===== src/rtl/rob_pkg.sv =====
// Shared types and sizing for the reorder buffer: entry record and ROB geometry.
package rob_pkg;

  localparam int REGID_W   = 6;
  localparam int NUM_PREGS = 34;
  localparam int ROB_DEPTH = 16;
  localparam int ROB_PTR_W = 4;

  typedef struct packed {
    logic               valid;
    logic               done;
    logic               has_dest;
    logic [REGID_W-1:0] reg_id;
  } rob_entry_t;

endpackage


===== src/rtl/rob_ptr.sv =====
// Wrap-around pointer with increment enable, synchronous clear and asynchronous reset.
module rob_ptr #(
  parameter int W = 4
) (
  input  logic         clk,
  input  logic         rst,
  input  logic         clr,
  input  logic         inc,
  output logic [W-1:0] ptr
);

  logic [W-1:0] ptr_q, ptr_d;

  // Wrap comes for free from the W-bit adder since depth is a power of two.
  always_comb begin
    ptr_d = ptr_q;
    if (clr) begin
      ptr_d = '0;
    end else if (inc) begin
      ptr_d = ptr_q + W'(1);
    end
  end

  always_ff @(posedge clk or posedge rst) begin
    if (rst) begin
      ptr_q <= '0;
    end else begin
      ptr_q <= ptr_d;
    end
  end

  assign ptr = ptr_q;

endmodule


===== src/rtl/reorder_buffer.sv =====
// In-order retirement buffer: allocates on dispatch, marks done on CDB, retires from head
// and emits spaced busy-bit clear pulses toward the scoreboard.
module reorder_buffer
  import rob_pkg::*;
#(
  parameter int DEPTH = ROB_DEPTH,
  parameter int PTR_W = ROB_PTR_W
) (
  input  logic               CLK,
  input  logic               RESET,
  input  logic               SYS,
  input  logic               enable_IN_DISP,
  input  logic [REGID_W-1:0] RegID_IN_DISP,
  input  logic               hasDest_IN_DISP,
  output logic [PTR_W-1:0]   ROBTag_OUT,
  output logic               full_OUT,
  output logic               empty_OUT,
  output logic [PTR_W:0]     count_OUT,
  input  logic               enable_IN_CDB,
  input  logic [PTR_W-1:0]   ROBTag_IN_CDB,
  output logic [REGID_W-1:0] RegID_OUT_RRAT,
  output logic               enable_OUT_RRAT
);

  rob_entry_t         entries_q [DEPTH];
  rob_entry_t         entries_d [DEPTH];
  logic [PTR_W:0]     count_q, count_d;
  logic               rrat_en_q, rrat_en_d;
  logic [REGID_W-1:0] rrat_reg_q, rrat_reg_d;

  logic [PTR_W-1:0]   head_ptr, tail_ptr;
  rob_entry_t         head_e;
  logic               disp_fire, retire_fire, cdb_hit;

  assign full_OUT   = (count_q == (PTR_W+1)'(DEPTH));
  assign empty_OUT  = (count_q == '0);
  assign count_OUT  = count_q;
  assign ROBTag_OUT = tail_ptr;
  assign RegID_OUT_RRAT  = rrat_reg_q;
  assign enable_OUT_RRAT = rrat_en_q;

  assign head_e    = entries_q[head_ptr];
  assign disp_fire = enable_IN_DISP && !full_OUT;
  // A destination retire waits while the previous pulse is still high so each clear is a new edge.
  assign retire_fire = head_e.valid && head_e.done && !(head_e.has_dest && rrat_en_q);
  assign cdb_hit = enable_IN_CDB && entries_q[ROBTag_IN_CDB].valid
                   && !(disp_fire && (ROBTag_IN_CDB == tail_ptr));

  rob_ptr #(.W(PTR_W)) u_head (
    .clk (CLK),
    .rst (RESET),
    .clr (SYS),
    .inc (retire_fire),
    .ptr (head_ptr)
  );

  rob_ptr #(.W(PTR_W)) u_tail (
    .clk (CLK),
    .rst (RESET),
    .clr (SYS),
    .inc (disp_fire),
    .ptr (tail_ptr)
  );

  always_comb begin
    for (int i = 0; i < DEPTH; i++) begin
      entries_d[i] = entries_q[i];
    end
    count_d    = count_q;
    rrat_en_d  = 1'b0;
    rrat_reg_d = rrat_reg_q;
    if (SYS) begin
      for (int i = 0; i < DEPTH; i++) begin
        entries_d[i].valid = 1'b0;
      end
      count_d = '0;
    end else begin
      if (cdb_hit) begin
        entries_d[ROBTag_IN_CDB].done = 1'b1;
      end
      if (retire_fire) begin
        entries_d[head_ptr].valid = 1'b0;
        if (head_e.has_dest) begin
          rrat_en_d  = 1'b1;
          rrat_reg_d = head_e.reg_id;
        end
      end
      // Head and tail only coincide when empty (no retire) or full (no dispatch).
      if (disp_fire) begin
        entries_d[tail_ptr].valid    = 1'b1;
        entries_d[tail_ptr].done     = 1'b0;
        entries_d[tail_ptr].has_dest = hasDest_IN_DISP;
        entries_d[tail_ptr].reg_id   = RegID_IN_DISP;
      end
      case ({disp_fire, retire_fire})
        2'b10:   count_d = count_q + (PTR_W+1)'(1);
        2'b01:   count_d = count_q - (PTR_W+1)'(1);
        default: count_d = count_q;
      endcase
    end
  end

  for (genvar gi = 0; gi < DEPTH; gi++) begin : g_entry
    always_ff @(posedge CLK or posedge RESET) begin
      if (RESET) begin
        entries_q[gi] <= '0;
      end else begin
        entries_q[gi] <= entries_d[gi];
      end
    end
  end

  always_ff @(posedge CLK or posedge RESET) begin
    if (RESET) begin
      count_q    <= '0;
      rrat_en_q  <= 1'b0;
      rrat_reg_q <= '0;
    end else begin
      count_q    <= count_d;
      rrat_en_q  <= rrat_en_d;
      rrat_reg_q <= rrat_reg_d;
    end
  end

endmodule


===== config.mk =====
export PLATFORM = sky130hd
export DESIGN_NAME = reorder_buffer
export DESIGN_NICKNAME = d
export VERILOG_FILES = /design/src/rtl/rob_pkg.sv /design/src/rtl/rob_ptr.sv /design/src/rtl/reorder_buffer.sv
export SDC_FILE = /design/constraint.sdc
export NUM_CORES = 1
export LEC_CHECK = 0
export BUFFER_PORTS_ARGS = -buffer_cell sky130_fd_sc_hd__buf_2
export CORE_ASPECT_RATIO = 1.1
export CORE_UTILIZATION = 55
export DETAILED_ROUTE_END_ITERATION = 10
export GPL_TIMING_DRIVEN = 0
export PLACE_DENSITY = 0.74
export SYNTH_ARGS = -nofsm -noshare
export SYNTH_HDL_FRONTEND = slang
export SYNTH_SLANG_ARGS = --single-unit
export TNS_END_PERCENT = 100

===== constraint.sdc =====
create_clock -name CLK -period 5.17 [get_ports CLK]
set_input_delay 0.7755 -clock CLK [delete_from_list [all_inputs] [get_ports CLK]]
set_output_delay 0.7755 -clock CLK [all_outputs]
set_load 0.005 [all_outputs]

==> results.py <==
metrics = {
    "timing": {
        "rsz0062_at_grt": "no",
        "fin_skew_ns": 0.00721,
        "fin_hold_ws_ns": 0.407,
        "fin_crit_sh_pct": 68.0,
        "relSlewSlack_pct": 30.3,
        "max_freq_ghz": 0.284,
        "setup_viol": 0,
        "fin_ws_ns": 1.66,
        "tns_ns": 0,
        "min_period_ns": 3.51,
        "hold_viol": 0,
        "worst_pin_slew_ns": 1.04,
        "slew_viol_final": 0,
    },
    "die": {
        "ioPinCount": 34,
        "design.die.area_um2": 15300,
        "die_x_um": 118,
        "num_rows": 46,
        "design.core.area_um2": 14400,
        "start_util_pct": 56.4,
        "die_h_um": 130,
    },
    "global_routing": {
        "antenna_found_initial": 0,
        "grt_max_degree": 41,
        "grt_first_pass_wirelength_um": 31000,
        "grt_usage_pct": 27.6,
        "gr-total-overflow": 0,
        "use_met2_pct": 45.4,
        "gr-usage-met3_pct": 5.37,
        "grt_pass1_vias": 5496,
        "grtUsageMet1_pct": 34.9,
        "grt.busiest_layer": "met2",
    },
    "layout": {
        "post_route_cells_drive_above_1_share_pct": 37.1,
        "final_common_cell": "dfrtp_1",
        "final_area_um2": 9190,
        "area_growth_pct": 12.8,
        "final_nets": 674,
        "antennaDiodeCount": 0,
        "final_cell_mix": "dfrtp_1, mux2_2, mux4_2",
        "final_cell_count_no_fill": 853,
    },
    "power": {
        "leakage_nw": 4.32,
        "power_switching_uw": 694,
        "p_sw_share_pct": 23.7,
        "pwr-share-seq_pct": 48.6,
        "combPwrFrac_pct": 10.0,
        "p_int_mw": 2.23,
        "pwr-share-clk_pct": 41.4,
        "peakVddDrop_mv": 0.250,
        "p_per_area_nw_per_um2": 318,
    },
    "clocking": {
        "worstSkewPairLatency_ns": 0.43,
        "clock-sinks": 164,
        "clk_pin_slew_worst_paths_ns": 0.06,
        "cts_tree": "yes",
        "cts_setup_buffers": 0,
        "cts_root_buf": "clkbuf_16",
        "cts_made_buffers": 17,
        "cts_resized": 0,
        "cts_max_level": 4,
        "postCtsHoldBufs": 0,
        "cts_buffer_depth": 2,
    },
    "yosys": {
        "synth_ff_type": "dfrtp_1",
        "synthTopCellsByArea": "dfrtp_1, mux2_2, mux4_2",
        "synth_edf_count": 0,
        "ys_seq_area_share_pct": 50.4,
        "syn_area_um2": 8150,
        "synthArstFlopShare_pct": 100,
        "yosys.area.top_type": "dfrtp_1",
        "yosys_warnings": 0,
        "syn_nets": 621,
        "yosysUniqueCellTypes": 49,
        "postSynthCellCount": 595,
        "synth_top_area_share_pct": 50.4,
        "ys_seq_elements": 164,
        "syn_area_per_cell_um2": 13.7,
    },
    "job": {
        "drv_cap": 0,
    },
    "setup_path": {
        "cp.required_ns": 5.48,
        "crit_type": "flop to flop",
        "start_kind": "flop",
        "cpPeakStageDelay_ns": 0.54,
        "slowest_stage": "or3b_2",
        "end_kind": "flop",
        "crit_arrival_ns": 3.83,
        "worst-path-max-fanout": 10,
        "reg2reg_slack_ns": 1.66,
        "r2r-end": "count_OUT[2]$_DFFE_PP0P_",
        "rr_worst_depth": 12,
        "critPathCapture": "count_OUT[2]$_DFFE_PP0P_",
        "crit_path_cell_trace": "or3b_2 > nor3_2 > nor2b_1 > clkbuf_1 > buf_2 > buf_1 > nor2_1 > xor2_1 > ha_1 > or3_1 > mux2i_1 > mux2_1",
        "startpoint": "count_OUT[1]$_DFFE_PP0P_",
        "reg2reg_from": "count_OUT[1]$_DFFE_PP0P_",
    },
    "route": {
        "wl_per_cell_um": 23.1,
        "drc": 0,
        "first_pass_iters": 6,
        "drt_wl_total_um": 19700,
        "ant_nets": 0,
        "post_drt_via_cell_ratio": 6.30,
        "vias": 5374,
        "drtIter0Drc": 394,
    },
    "place": {
        "place_area_um2": 8620,
        "place_ws_ns": 1.60,
        "dp_cells": 821,
        "dp_hpwl_um": 13200,
        "place_congestion": 0.897,
        "io_buffer_count": 30,
    },
    "outcome": {
        "outcome": "finished clean",
    },
    "worst_hold_path": {
        "min_path_type": "input port to async pin",
    },
}
-- worst min-delay path by stage --
stage	depth (start not counted)	to	startpoint	slack, ns
2_1_floorplan	1	entries_q[10]$_DFFE_PP0P_	entries_q[10]$_DFFE_PP0P_	0.47
3_3_place_gp	1	entries_q[118]$_DFFE_PP0P_	entries_q[118]$_DFFE_PP0P_	0.48
3_5_place_dp	1	entries_q[86]$_DFFE_PP0P_	entries_q[86]$_DFFE_PP0P_	0.49
4_1_cts	2	entries_q[88]$_DFFE_PP0N_	RESET	0.41
5_1_grt	2	entries_q[88]$_DFFE_PP0N_	RESET	0.45
6_report	2	entries_q[88]$_DFFE_PP0N_	RESET	0.41
-- through the flow --
| stage | power (mW) | util, % |
|---|---|---|
| final | 2.92 | 63.6 |
| after CTS | 2.93 | 63.6 |
| after detailed placement | 1.73 | 59.7 |
| after global routing | 3.02 | 63.6 |
| after floorplan | 1.64 | - |
| after global placement | 1.70 | 59.1 |
-- Yosys cell counts (all sizes together) (3+ instances only) --
cell    number
a21oi       22
nor3b        5
mux2i       12
nand4        4
ha          10
nand3       17
o21ai        3
dfrtp      164
clkbuf      26
buf         15
nor3         7
xor2         3
mux2       121
mux4        42
nand2       26
nor2        16
inv         25
xnor2        9
nor2b        6
a311o       16
a31oi       17
or3          4
a22oi        8
-- worst max-delay path: cells and delay by family, from the launching register on --
kind / cells / cell delay [ns]
simple gates: 5 / 1.39
buf+inv: 3 / 0.72
mux: 2 / 0.51
flops: 1 / 0.47
fa+ha+maj: 1 / 0.23
xor+xnor: 1 / 0.10
-- layer usage --
layer	vias to the layer above	part of all wire, %
met5	-	0
met4	0	4.3
met3	55	5.6
met2	212	50
met1	2785	40
li1	2322	-
-- registers in the layout, indices dropped and copies added (netlist names) --
name	flops
RegID_OUT_RRAT	6
count_OUT	5
u_head.ptr	4
u_tail.ptr	4
enable_OUT_RRAT	1
entries_q	144
-- logic make-up after synthesis --
kind of cell / synth area share, %
AOI/OAI and AO/OA: 5.97
DFF: 50.4
and+or+nand+nor: 6.65
buffers and inverters: 3.85
muxes: 30.3
xor gates and xnor gates: 1.38
adders and majority gates: 1.54
-- area by class of cell --
cell class | count | area (um^2)
Clock buffer | 24 | 492
Tap cell | 192 | 240
Buffer | 41 | 220
Multi-Input combinational cell | 365 | 3730
Sequential cell | 164 | 4100
Inverter | 25 | 97.6
Timing Repair Buffer | 34 | 230
Clock inverter | 8 | 75.1
Fill cell | 1113 | 5260
-- power by group through the flow --
stage	Combinational (mW)	Clock, mW	Sequential [mW]
after floorplan	0.210	0	1.43
after global placement	0.271	0	1.43
after detailed placement	0.291	0	1.44
after CTS	0.295	1.22	1.42
after global routing	0.319	1.27	1.43
final	0.293	1.21	1.42
Power figures use the tool's default switching activity.
